<file path="src/rtl/mem_access_pkg.sv">
// Shared types and helpers for the load/store unit: FSM states, funct3 width
// codes, access-size decode, store strobe and lane replication functions.
package mem_access_pkg;

  localparam int ADDR_W = 32;
  localparam int DATA_W = 32;

  typedef enum logic [1:0] {
    IDLE,
    REQ,
    WAIT_RSP,
    DONE
  } state_t;

  localparam logic [2:0] W_B  = 3'b000;
  localparam logic [2:0] W_H  = 3'b001;
  localparam logic [2:0] W_W  = 3'b010;
  localparam logic [2:0] W_BU = 3'b100;
  localparam logic [2:0] W_HU = 3'b101;

  typedef enum logic [1:0] {
    SZ_B,
    SZ_H,
    SZ_W
  } size_t;

  // Stores only know B/H; every other store code is a word store.
  function automatic size_t access_size(input logic we, input logic [2:0] funct3);
    case (funct3)
      W_B:     return SZ_B;
      W_H:     return SZ_H;
      W_W:     return SZ_W;
      W_BU:    return we ? SZ_W : SZ_B;
      W_HU:    return we ? SZ_W : SZ_H;
      default: return SZ_W;
    endcase
  endfunction

  function automatic logic [3:0] strobe_gen(input size_t size, input logic [1:0] addr_lo);
    case (size)
      SZ_B:    return 4'b0001 << addr_lo;
      SZ_H:    return 4'b0011 << {addr_lo[1], 1'b0};
      default: return 4'b1111;
    endcase
  endfunction

  function automatic logic [31:0] lane_replicate(input size_t size, input logic [31:0] wdata);
    case (size)
      SZ_B:    return {4{wdata[7:0]}};
      SZ_H:    return {2{wdata[15:0]}};
      default: return wdata;
    endcase
  endfunction

  function automatic logic is_misaligned(input size_t size, input logic [1:0] addr_lo);
    return ((size == SZ_H) && addr_lo[0]) || ((size == SZ_W) && (addr_lo != 2'b00));
  endfunction

endpackage

</file>
<file path="src/rtl/mem_access_unit_if.sv">
// Request, data-bus and writeback signals of the load/store unit.
// The misalign pulse exists only when MISALIGN_TRAP_EN is defined.
interface mem_access_unit_if #(
  parameter int ADDR_W = mem_access_pkg::ADDR_W
);
  logic              req_valid;
  logic              req_ready;
  logic              req_we;
  logic [2:0]        req_funct3;
  logic [ADDR_W-1:0] req_addr;
  logic [31:0]       req_wdata;
  logic [4:0]        req_rd;
  logic              stall;
  logic              mem_valid;
  logic              mem_ready;
  logic [ADDR_W-1:0] mem_addr;
  logic [3:0]        mem_wstrb;
  logic [31:0]       mem_wdata;
  logic              mem_rsp_valid;
  logic [31:0]       mem_rdata;
  logic              wb_valid;
  logic [4:0]        wb_rd;
  logic [31:0]       wb_data;
`ifdef MISALIGN_TRAP_EN
  logic              misalign;
`endif

  // master: the load/store unit itself; slave: pipeline plus memory side.
  modport master (
`ifdef MISALIGN_TRAP_EN
    output misalign,
`endif
    input  req_valid, req_we, req_funct3, req_addr, req_wdata, req_rd,
    input  mem_ready, mem_rsp_valid, mem_rdata,
    output req_ready, stall,
    output mem_valid, mem_addr, mem_wstrb, mem_wdata,
    output wb_valid, wb_rd, wb_data
  );

  modport slave (
`ifdef MISALIGN_TRAP_EN
    input  misalign,
`endif
    output req_valid, req_we, req_funct3, req_addr, req_wdata, req_rd,
    output mem_ready, mem_rsp_valid, mem_rdata,
    input  req_ready, stall,
    input  mem_valid, mem_addr, mem_wstrb, mem_wdata,
    input  wb_valid, wb_rd, wb_data
  );

endinterface

</file>
<file path="src/rtl/mem_access_unit_load_align.sv">
// Load data alignment: picks the addressed byte/halfword out of the bus word
// and sign- or zero-extends it according to funct3.
module load_align
  import mem_access_pkg::*;
(
  input  logic [31:0] rdata,
  input  logic [1:0]  addr_lo,
  input  logic [2:0]  funct3,
  output logic [31:0] data
);

  logic [7:0]  byte_sel;
  logic [15:0] half_sel;

  always_comb begin
    case (addr_lo)
      2'd0:    byte_sel = rdata[7:0];
      2'd1:    byte_sel = rdata[15:8];
      2'd2:    byte_sel = rdata[23:16];
      default: byte_sel = rdata[31:24];
    endcase
    half_sel = addr_lo[1] ? rdata[31:16] : rdata[15:0];

    case (funct3)
      W_B:     data = {{24{byte_sel[7]}}, byte_sel};
      W_BU:    data = {24'd0, byte_sel};
      W_H:     data = {{16{half_sel[15]}}, half_sel};
      W_HU:    data = {16'd0, half_sel};
      default: data = rdata;
    endcase
  end

endmodule

</file>
<file path="src/rtl/mem_access_unit.sv">
// Sequential load/store unit: one valid/ready bus transaction per request,
// aligned load writeback. Optional misaligned trap: MISALIGN_TRAP_EN.
//
// state    | meaning
// ---------+------------------------------------------------------------
// IDLE     | req_ready high, waiting for a request from execute
// REQ      | mem_valid high, bus outputs frozen until mem_ready
// WAIT_RSP | load issued, waiting for mem_rsp_valid
// DONE     | wb_valid (or misalign) pulse, back to IDLE next cycle
module mem_access_unit
  import mem_access_pkg::*;
#(
  parameter int ADDR_W = mem_access_pkg::ADDR_W,
  parameter int DATA_W = mem_access_pkg::DATA_W
) (
  input  logic              clk,
  input  logic              rst,
  mem_access_unit_if.master bus
);

  state_t            state;
  logic              we_q;
  logic [2:0]        funct3_q;
  logic [1:0]        addr_lo_q;
  logic [4:0]        rd_q;
  logic [DATA_W-1:0] align_data;
  size_t             req_size;

  assign req_size = access_size(bus.req_we, bus.req_funct3);

  load_align u_load_align (
    .rdata   (bus.mem_rdata),
    .addr_lo (addr_lo_q),
    .funct3  (funct3_q),
    .data    (align_data)
  );

  always_ff @(posedge clk) begin
    if (!rst) begin
      state          <= IDLE;
      we_q           <= 1'b0;
      funct3_q       <= 3'd0;
      addr_lo_q      <= 2'd0;
      rd_q           <= 5'd0;
      bus.req_ready  <= 1'b0;
      bus.stall      <= 1'b0;
      bus.mem_valid  <= 1'b0;
      bus.mem_addr   <= '0;
      bus.mem_wstrb  <= 4'd0;
      bus.mem_wdata  <= 32'd0;
      bus.wb_valid   <= 1'b0;
      bus.wb_rd      <= 5'd0;
      bus.wb_data    <= 32'd0;
`ifdef MISALIGN_TRAP_EN
      bus.misalign   <= 1'b0;
`endif
    end else begin
      bus.wb_valid <= 1'b0;
`ifdef MISALIGN_TRAP_EN
      bus.misalign <= 1'b0;
`endif
      case (state)
        IDLE: begin
          // req_ready is registered, so the first cycle out of reset accepts nothing
          if (bus.req_ready && bus.req_valid) begin
            we_q          <= bus.req_we;
            funct3_q      <= bus.req_funct3;
            addr_lo_q     <= bus.req_addr[1:0];
            rd_q          <= bus.req_rd;
            bus.req_ready <= 1'b0;
            bus.stall     <= 1'b1;
`ifdef MISALIGN_TRAP_EN
            if (is_misaligned(req_size, bus.req_addr[1:0])) begin
              bus.misalign <= 1'b1;
              state        <= DONE;
            end else
`endif
            begin
              bus.mem_valid <= 1'b1;
              bus.mem_addr  <= {bus.req_addr[ADDR_W-1:2], 2'b00};
              bus.mem_wstrb <= bus.req_we ? strobe_gen(req_size, bus.req_addr[1:0]) : 4'd0;
              bus.mem_wdata <= bus.req_we ? lane_replicate(req_size, bus.req_wdata) : 32'd0;
              state         <= REQ;
            end
          end else begin
            bus.req_ready <= 1'b1;
          end
        end

        REQ: begin
          if (bus.mem_ready) begin
            bus.mem_valid <= 1'b0;
            if (we_q) begin
              bus.req_ready <= 1'b1;
              bus.stall     <= 1'b0;
              state         <= IDLE;
            end else begin
              state <= WAIT_RSP;
            end
          end
        end

        WAIT_RSP: begin
          if (bus.mem_rsp_valid) begin
            bus.wb_data  <= align_data;
            bus.wb_rd    <= rd_q;
            bus.wb_valid <= 1'b1;
            state        <= DONE;
          end
        end

        DONE: begin
          bus.req_ready <= 1'b1;
          bus.stall     <= 1'b0;
          state         <= IDLE;
        end

        default: state <= IDLE;
      endcase
    end
  end

endmodule
</file>
<file path="src/flat_wrapper.sv">
// flat-port wrapper written by rule: the top's interface ports become plain ports
module mem_access_unit_flat import mem_access_pkg::*;
#(
  parameter int ADDR_W = mem_access_pkg::ADDR_W,
  parameter int DATA_W = mem_access_pkg::DATA_W
)
  (clk, rst, bus_req_valid, bus_req_we, bus_req_funct3, bus_req_addr, bus_req_wdata, bus_req_rd, bus_mem_ready, bus_mem_rsp_valid, bus_mem_rdata, bus_req_ready, bus_stall, bus_mem_valid, bus_mem_addr, bus_mem_wstrb, bus_mem_wdata, bus_wb_valid, bus_wb_rd, bus_wb_data);
  mem_access_unit_if #(.ADDR_W(ADDR_W)) bus_i ();
  input  logic clk;
  input  logic rst;
  input wire logic [$bits(bus_i.req_valid)-1:0] bus_req_valid;
  input wire logic [$bits(bus_i.req_we)-1:0] bus_req_we;
  input wire logic [$bits(bus_i.req_funct3)-1:0] bus_req_funct3;
  input wire logic [$bits(bus_i.req_addr)-1:0] bus_req_addr;
  input wire logic [$bits(bus_i.req_wdata)-1:0] bus_req_wdata;
  input wire logic [$bits(bus_i.req_rd)-1:0] bus_req_rd;
  input wire logic [$bits(bus_i.mem_ready)-1:0] bus_mem_ready;
  input wire logic [$bits(bus_i.mem_rsp_valid)-1:0] bus_mem_rsp_valid;
  input wire logic [$bits(bus_i.mem_rdata)-1:0] bus_mem_rdata;
  output wire logic [$bits(bus_i.req_ready)-1:0] bus_req_ready;
  output wire logic [$bits(bus_i.stall)-1:0] bus_stall;
  output wire logic [$bits(bus_i.mem_valid)-1:0] bus_mem_valid;
  output wire logic [$bits(bus_i.mem_addr)-1:0] bus_mem_addr;
  output wire logic [$bits(bus_i.mem_wstrb)-1:0] bus_mem_wstrb;
  output wire logic [$bits(bus_i.mem_wdata)-1:0] bus_mem_wdata;
  output wire logic [$bits(bus_i.wb_valid)-1:0] bus_wb_valid;
  output wire logic [$bits(bus_i.wb_rd)-1:0] bus_wb_rd;
  output wire logic [$bits(bus_i.wb_data)-1:0] bus_wb_data;
  assign bus_i.req_valid = bus_req_valid;
  assign bus_i.req_we = bus_req_we;
  assign bus_i.req_funct3 = bus_req_funct3;
  assign bus_i.req_addr = bus_req_addr;
  assign bus_i.req_wdata = bus_req_wdata;
  assign bus_i.req_rd = bus_req_rd;
  assign bus_i.mem_ready = bus_mem_ready;
  assign bus_i.mem_rsp_valid = bus_mem_rsp_valid;
  assign bus_i.mem_rdata = bus_mem_rdata;
  assign bus_req_ready = bus_i.req_ready;
  assign bus_stall = bus_i.stall;
  assign bus_mem_valid = bus_i.mem_valid;
  assign bus_mem_addr = bus_i.mem_addr;
  assign bus_mem_wstrb = bus_i.mem_wstrb;
  assign bus_mem_wdata = bus_i.mem_wdata;
  assign bus_wb_valid = bus_i.wb_valid;
  assign bus_wb_rd = bus_i.wb_rd;
  assign bus_wb_data = bus_i.wb_data;
  mem_access_unit #(.ADDR_W(ADDR_W), .DATA_W(DATA_W)) u_core (.clk(clk), .rst(rst), .bus(bus_i));
endmodule
</file>
<file path="config.mk">
export PLATFORM = sky130hd
export DESIGN_NAME = mem_access_unit_flat
export DESIGN_NICKNAME = d
export VERILOG_FILES = /design/src/rtl/mem_access_pkg.sv /design/src/rtl/mem_access_unit_if.sv /design/src/rtl/mem_access_unit_load_align.sv /design/src/rtl/mem_access_unit.sv /design/src/flat_wrapper.sv
export SDC_FILE = /design/constraint.sdc
export NUM_CORES = 1
export LEC_CHECK = 0
export CAP_MARGIN = 10
export CORE_MARGIN = 2
export CORE_UTILIZATION = 40
export CTS_CLUSTER_DIAMETER = 40
export CTS_CLUSTER_SIZE = 30
export DETAILED_ROUTE_END_ITERATION = 7
export GPL_ROUTABILITY_DRIVEN = 0
export PLACE_DENSITY = 0.74
export SYNTH_ARGS = -nofsm -noshare
export SYNTH_HDL_FRONTEND = slang
export SYNTH_HIERARCHICAL = 1
export SYNTH_SLANG_ARGS = --single-unit
</file>
<file path="constraint.sdc">
create_clock -name clk -period 2.3 [get_ports clk]
set_clock_uncertainty 0.2 [all_clocks]
set_input_delay 0.345 -clock clk [delete_from_list [all_inputs] [get_ports clk]]
set_output_delay 0.345 -clock clk [all_outputs]
set_load 0.03 [all_outputs]
</file>
==> metrics.md, run 1 <==
| Metric | Value |
|---|---|
| Result of the run | `finished, final reports clean` |
| Number of port buffers | `216` |
| Pwr Density | `673 nW/um2` |
| Data arrival at the endpoint of the critical path | `1570 ps` |
| Detail-routed via count per cell | `5.25` |
| RSZ-0062 raised after global routing | `false` |
| Vias in the first global route | `5284` |
| Synth Register Bits | `120` |
| Slowest-stage cell, CP | `sky130_fd_sc_hd__clkdlybuf4s50_1` |
| Post-CTS Setup Inserts | `0` |
| Syn Inst Count | `691` |
| Top cells by area in the synthesized netlist | `sky130_fd_sc_hd__dfxtp_1 (42%), sky130_fd_sc_hd__nand2_1 (12%), sky130_fd_sc_hd__a21boi_0 (11%), sky130_fd_sc_hd__mux4_1 (3.2%), sky130_fd_sc_hd__nor2_1 (3.0%)` |
| Number of library cell types mapped by synthesis | `43` |
| Sequential share of the synthesized area | `41.9%` |
| Number of vias after detailed routing | `5714` |
| First-pass GRT wire length | `27.8 mm` |
| CP cell instances | `clkdlybuf4s50_1` |
| Number of buffers added to fix hold violations after cts | `0` |
| Num ports | `219` |
| Count of final setup violators | `0` |
| Type of the setup path with the least slack | `reg2out` |
| Worst-path maximum fanout | `5` |
| RR Startpoint | `u_core/addr_lo_q[1]$_SDFFE_PN0P_` |
| Horizontal die dimension | `124 um` |
| Max_cap viols | `0` |
| Avg Synthesized Cell Area | `8.29 um2` |
| Combined buffer and inverter count along the critical path | `1` |
| Area growth from synthesis to layout | `50.7%` |
| Length of the first detailed-routing pass in iterations | `5` |
| Mux share of post-synthesis cell area | `7.06%` |
| Worst Hold Launch | `rst` |
| Effective utilization at floorplan | `41.1%` |
| Leakage power figure | `0.00306 uW` |
| Clock latency of the later-clocked register in the worst-skew pair | `410 ps` |
| Starting DRC count in detailed routing | `401` |
| EDFF count, synth | `0` |
| TritonCTS buffer count | `17` |
| Xor and xnor area share after synthesis | `0%` |
| Overall power of the completed layout | `5810 uW` |
| Element type at the critical path end | `output pin` |
| Worst-case headroom to the max-slew limit | `57.3%` |
| Launching element type of the critical path | `register` |
| Achievable Freq | `473 MHz` |
| Post-CTS resize count | `0` |
| Remaining antenna violation count after routing | `0` |
| All-Layer GR Usage | `23.9%` |
| Antenna fix cells | `0` |
| Fraction of post-synthesis cell area in the top cell type by area | `41.9%` |
| Cell family with the largest share of critical-path delay | `buffers and inverters` |
| Period utilization | `91.8%` |
| Largest family of logic cells by synthesized area | `compound AO/OA/AOI/OAI gates` |
| Worst Setup Slack post-DPL | `45.7 ps` |
| Clock tree from TritonCTS | `yes` |
| Pin count of the biggest net entering global routing | `51` |
| Post-synthesis adder-cell area fraction | `0%` |
| Slew Viols, Final | `0` |
| Maximum clock path buffer count | `2` |
| Proportion of layout cells with a drive suffix above 1 | `9.03%` |
| Number of warnings printed during yosys synthesis | `6` |
| Final Hold Fails | `0` |
| Sum of negative setup slack | `0 ps` |
| Synthesized-area fraction occupied by ao, oa, aoi and oai cells | `23.4%` |
| Clock H-tree levels | `4` |
| Aggregate routed wire length | `18.2 mm` |
| Clock-pin slew reported for the worst setup and hold paths after clock tree synthesis | `50 ps` |
| Antenna violations before repair | `0` |
| Netlist Area Pre-Place | `5730 um2` |
| Detailed placer's ending HPWL | `12.9 mm` |
| Maximum ir drop on the vdd rail | `0.000395 V` |
| CP max stage delay | `720 ps` |
| FFs w/ async S/R, synth | `0%` |
| Post-layout net count | `1005` |
| Core ar. | `13900 um2` |
| Most common flop cell mapped by yosys | `sky130_fd_sc_hd__dfxtp_1` |
| Hold Worst Slack | `65.1 ps` |
| Measured slew at the worst slew-check pin | `641 ps` |
| DRC violation count after routing | `0` |
| Root Driver | `sky130_fd_sc_hd__clkbuf_16` |
| Row Count | `43` |
| Die outline area | `15300 um2` |
| Number of clock sinks | `120` |
| Required time at the worst-slack endpoint | `1750 ps` |
| Post-layout worst setup margin | `188 ps` |
| Hold Crit Class | `in2reg` |
| Min cycle time layout | `2110 ps` |
| Chip Height | `124 um` |
| Sum of overflow across all layers after global routing | `0` |
| Worst setup path startpoint | `u_core/bus.req_ready$_SDFFE_PN0P_` |
| Fraction of the mapped netlist area in simple logic gates | `20.8%` |
| Wire length per cell | `16.7 um` |
| Largest area contributor in the netlist | `sky130_fd_sc_hd__dfxtp_1` |
## layout by cell type, fill, tap and decap left out, types with 17 or more instances in the layout
cell,instances
sky130_fd_sc_hd__clkbuf_16,17
sky130_fd_sc_hd__nand2_1,184
sky130_fd_sc_hd__a21boi_0,87
sky130_fd_sc_hd__o21ai_0,23
sky130_fd_sc_hd__a21oi_1,20
sky130_fd_sc_hd__clkdlybuf4s50_1,215
sky130_fd_sc_hd__buf_4,20
sky130_fd_sc_hd__dfxtp_1,120
sky130_fd_sc_hd__nand3_1,24
sky130_fd_sc_hd__nor2_1,46
## path summary, 6_finish.rpt
path / to / slack [ps] / cells after the start
worst max register to register: u_core/bus.wb_data[18]$_SDFFE_PN0P_ / 360 / 5
worst min register to register: u_core/bus.mem_wdata[19]$_SDFFE_PN0P_ / 250 / 2
worst max-delay path: bus_req_ready / 190 / 1
worst min-delay path: u_core/we_q$_SDFFE_PN0P_ / 70 / 2
## layer usage
metal / wire length [um] / up-vias / GRT usage [%]
met4: 367 / 0 / 9.52
met2: 8460 / 282 / 38.3
li1: - / 2773 / -
met3: 2040 / 29 / 9.43
met5: 0 / - / 0
met1: 7320 / 2630 / 28.7
## state kept, by name (all words and copies together) (netlist names), 2 cells and up, named ones only
register / flops
u_core/bus.mem_wdata: 32
u_core/bus.wb_data: 32
u_core/bus.mem_addr: 30
u_core/bus.wb_rd: 5
u_core/rd_q: 5
u_core/bus.mem_wstrb: 4
u_core/funct3_q: 3
u_core/addr_lo_q: 2
## cell usage after synthesis, types with 2 or more instances
library cell,instances
sky130_fd_sc_hd__dfxtp_1,120
sky130_fd_sc_hd__or2_2,2
sky130_fd_sc_hd__mux2_2,8
sky130_fd_sc_hd__nand2_1,184
sky130_fd_sc_hd__nor2b_1,15
sky130_fd_sc_hd__o31ai_1,16
sky130_fd_sc_hd__nand2b_1,2
sky130_fd_sc_hd__o21a_1,2
sky130_fd_sc_hd__and2_1,6
sky130_fd_sc_hd__buf_2,17
sky130_fd_sc_hd__a22oi_1,2
sky130_fd_sc_hd__o21ai_0,23
sky130_fd_sc_hd__o221ai_1,3
sky130_fd_sc_hd__o221ai_2,4
sky130_fd_sc_hd__clkbuf_1,21
sky130_fd_sc_hd__buf_1,2
sky130_fd_sc_hd__inv_1,10
sky130_fd_sc_hd__mux2_4,2
sky130_fd_sc_hd__nand3_1,24
sky130_fd_sc_hd__o22ai_1,16
sky130_fd_sc_hd__a21boi_0,87
sky130_fd_sc_hd__buf_4,12
sky130_fd_sc_hd__mux4_1,7
sky130_fd_sc_hd__a311oi_1,7
sky130_fd_sc_hd__nor2_1,46
sky130_fd_sc_hd__mux2i_1,10
sky130_fd_sc_hd__buf_6,7
sky130_fd_sc_hd__a221oi_1,2
sky130_fd_sc_hd__a21oi_1,20
## report_power, final
part / internal, uW / total [uW] / switching [uW]
clock: 1500 / 2440 / 945
combinational: 546 / 1140 / 596
sequential: 2170 / 2220 / 56.6
## kinds of logic after synthesis
family,Yosys count
muxes,27
AOI/OAI and AO/OA,187
DFF,120
buffers and inverters,71
other,1
and+or+nand+nor,285
## per-stage QoR
stage,instance area [um2],instances,utilization (%)
3_3_place_gp,8080,1056,58.0
6_report,8630,1088,61.9
2_1_floorplan,5730,692,-
4_1_cts,8630,1088,61.9
3_5_place_dp,8080,1056,58.0
5_1_grt,8630,1088,61.9
## worst reg2reg max path, cell delays in order (launching register included)
cell and delay [ps]:
sky130_fd_sc_hd__dfxtp_1 470, sky130_fd_sc_hd__mux2i_1 220, sky130_fd_sc_hd__o31a_1 550, sky130_fd_sc_hd__o22ai_1 190, sky130_fd_sc_hd__nand2_1 100, sky130_fd_sc_hd__a21boi_0 80
## layout make-up
| class | count | area (um2) |
|---|---|---|
| Clock buffer | 19 | 443 |
| Clock inverter | 13 | 106 |
| Fill cell | 1223 | 5310 |
| Inverter | 12 | 45.0 |
| Multi-Input combinational cell | 501 | 2960 |
| Sequential cell | 120 | 2400 |
| Tap cell | 180 | 225 |
| Timing Repair Buffer | 243 | 2450 |
No activity file was read; power rests on OpenSTA's default activity.
==> inputs of run 2 (changes only) <==
Clock period 2.3 ns to 2.7 ns, I/O delays scaled along.
==> metrics.md, run 2 (same netlist as run 1, synthesis figures left out) <==
| Metric | Value |
|---|---|
| Achievable Freq | `462 MHz` |
| Post-layout net count | `996` |
| Leakage power figure | `0.00302 uW` |
| Remaining antenna violation count after routing | `0` |
| Min cycle time layout | `2170 ps` |
| Wire length per cell | `16.8 um` |
| Launching element type of the critical path | `register` |
| Maximum ir drop on the vdd rail | `0.000373 V` |
| Aggregate routed wire length | `18.1 mm` |
| Regs by FF count | `u_core/bus.mem_wdata: 32 flops, u_core/bus.wb_data: 32 flops, u_core/bus.mem_addr: 30 flops` |
| Hold Crit Class | `reg2reg` |
| Sum of overflow across all layers after global routing | `0` |
| Max_cap viols | `0` |
| Type of the setup path with the least slack | `reg2out` |
| Chip Height | `124 um` |
| Worst-path maximum fanout | `5` |
| TritonCTS buffer count | `17` |
| Final Hold Fails | `0` |
| Slowest-stage cell, CP | `sky130_fd_sc_hd__clkdlybuf4s50_1` |
| Effective utilization at floorplan | `41.1%` |
| Data arrival at the endpoint of the critical path | `1560 ps` |
| Antenna fix cells | `0` |
| Overall power of the completed layout | `5080 uW` |
| Combined buffer and inverter count along the critical path | `1` |
| Result of the run | `finished, final reports clean` |
| RSZ-0062 raised after global routing | `false` |
| Clock H-tree levels | `4` |
| Die outline area | `15300 um2` |
| Row Count | `43` |
| Post-CTS Setup Inserts | `0` |
| Cell family with the largest share of critical-path delay | `buffers and inverters` |
| First-pass GRT wire length | `28.3 mm` |
| All-Layer GR Usage | `24.1%` |
| Period utilization | `80.3%` |
| Leading cell type in the layout, fill and taps excluded | `sky130_fd_sc_hd__clkdlybuf4s50_1` |
| Starting DRC count in detailed routing | `578` |
| Number of port buffers | `216` |
| Most frequent cells in the layout | `sky130_fd_sc_hd__clkdlybuf4s50_1 (215), sky130_fd_sc_hd__nand2_1 (184), sky130_fd_sc_hd__dfxtp_1 (120), sky130_fd_sc_hd__a21boi_0 (87), sky130_fd_sc_hd__nor2_1 (46)` |
| Measured slew at the worst slew-check pin | `706 ps` |
| Pwr Density | `593 nW/um2` |
| Slew Viols, Final | `0` |
| Number of vias after detailed routing | `5684` |
| Maximum clock path buffer count | `2` |
| Num ports | `219` |
| Number of buffers added to fix hold violations after cts | `0` |
| Vias in the first global route | `5454` |
| Pin count of the biggest net entering global routing | `51` |
| Length of the first detailed-routing pass in iterations | `5` |
| Post-CTS resize count | `0` |
| Clock latency of the later-clocked register in the worst-skew pair | `410 ps` |
| Detailed placer's ending HPWL | `12.7 mm` |
| Count of final setup violators | `0` |
| CP max stage delay | `720 ps` |
| DRC violation count after routing | `0` |
| Worst-case headroom to the max-slew limit | `52.8%` |
| Area growth from synthesis to layout | `49.6%` |
| CP cell instances | `clkdlybuf4s50_1` |
| Core ar. | `13900 um2` |
| Detail-routed via count per cell | `5.27` |
| Clock tree from TritonCTS | `yes` |
| Antenna violations before repair | `0` |
| Required time at the worst-slack endpoint | `2100 ps` |
| Clock-pin slew reported for the worst setup and hold paths after clock tree synthesis | `50 ps` |
| Horizontal die dimension | `124 um` |
| Root Driver | `sky130_fd_sc_hd__clkbuf_16` |
| Sum of negative setup slack | `0 ps` |
| Element type at the critical path end | `output pin` |
| Proportion of layout cells with a drive suffix above 1 | `7.91%` |
| Number of clock sinks | `120` |
-- run 2: changes by cell type in the layout (fill, tap and decap cells not counted) --
cell / before / now
sky130_fd_sc_hd__buf_12: 7 / 5
sky130_fd_sc_hd__clkbuf_8: 1 / 4
sky130_fd_sc_hd__clkinv_2: 7 / 4
sky130_fd_sc_hd__bufinv_16: 1 / 2
sky130_fd_sc_hd__clkinv_4: 3 / 0
sky130_fd_sc_hd__clkbuf_1: 1 / 2
sky130_fd_sc_hd__buf_4: 20 / 13
-- run 2: report_power, final --
group / total, uW / internal, uW / switching, uW
Clock: 2220 / 1440 / 781
Sequential: 1900 / 1850 / 51.1
Combinational: 957 / 454 / 503
-- run 2: metal layers --
metal	vias up	wire length, um	global-route usage (%)
li1	2752	-	-
met5	-	0	0
met1	2620	7490	29.8
met3	35	1920	9.57
met4	0	493	9.52
met2	277	8210	37.5
-- run 2: worst paths after layout --
check	start	to	slack, ps	cells past startpoint
worst max-delay path	u_core/bus.req_ready$_SDFFE_PN0P_	bus_req_ready	530	1
worst min register to register	u_core/bus.mem_wdata[16]$_SDFFE_PN0P_	u_core/bus.mem_wdata[16]$_SDFFE_PN0P_	250	2
worst max register to register	u_core/addr_lo_q[1]$_SDFFE_PN0P_	u_core/bus.wb_data[4]$_SDFFE_PN0P_	590	6
worst min-delay path	u_core/bus.mem_wdata[16]$_SDFFE_PN0P_	u_core/bus.mem_wdata[16]$_SDFFE_PN0P_	250	2
-- run 2: layout make-up --
| class | count | area, um2 |
|---|---|---|
| clock inverter | 8 | 95.1 |
| multi-input combinational | 501 | 2960 |
| timing repair buffer | 234 | 2350 |
| inverter | 12 | 45.0 |
| tap | 180 | 225 |
| clock buffer | 23 | 488 |
| sequential | 120 | 2400 |
| fill | 1235 | 5370 |
-- run 2: stage by stage --
stage | setup WS, ps | cell area [um2] | util, % | instances | hold slack (ps)
detailed placement | 378 | 7990 | 57.3 | 1047 | 246
global placement | 366 | 7990 | 57.3 | 1047 | 235
finish | 533 | 8570 | 61.5 | 1078 | 251
global route | 431 | 8570 | 61.5 | 1078 | 275
floorplan | 1010 | 5730 | - | 692 | 241
CTS | 501 | 8570 | 61.5 | 1078 | 258
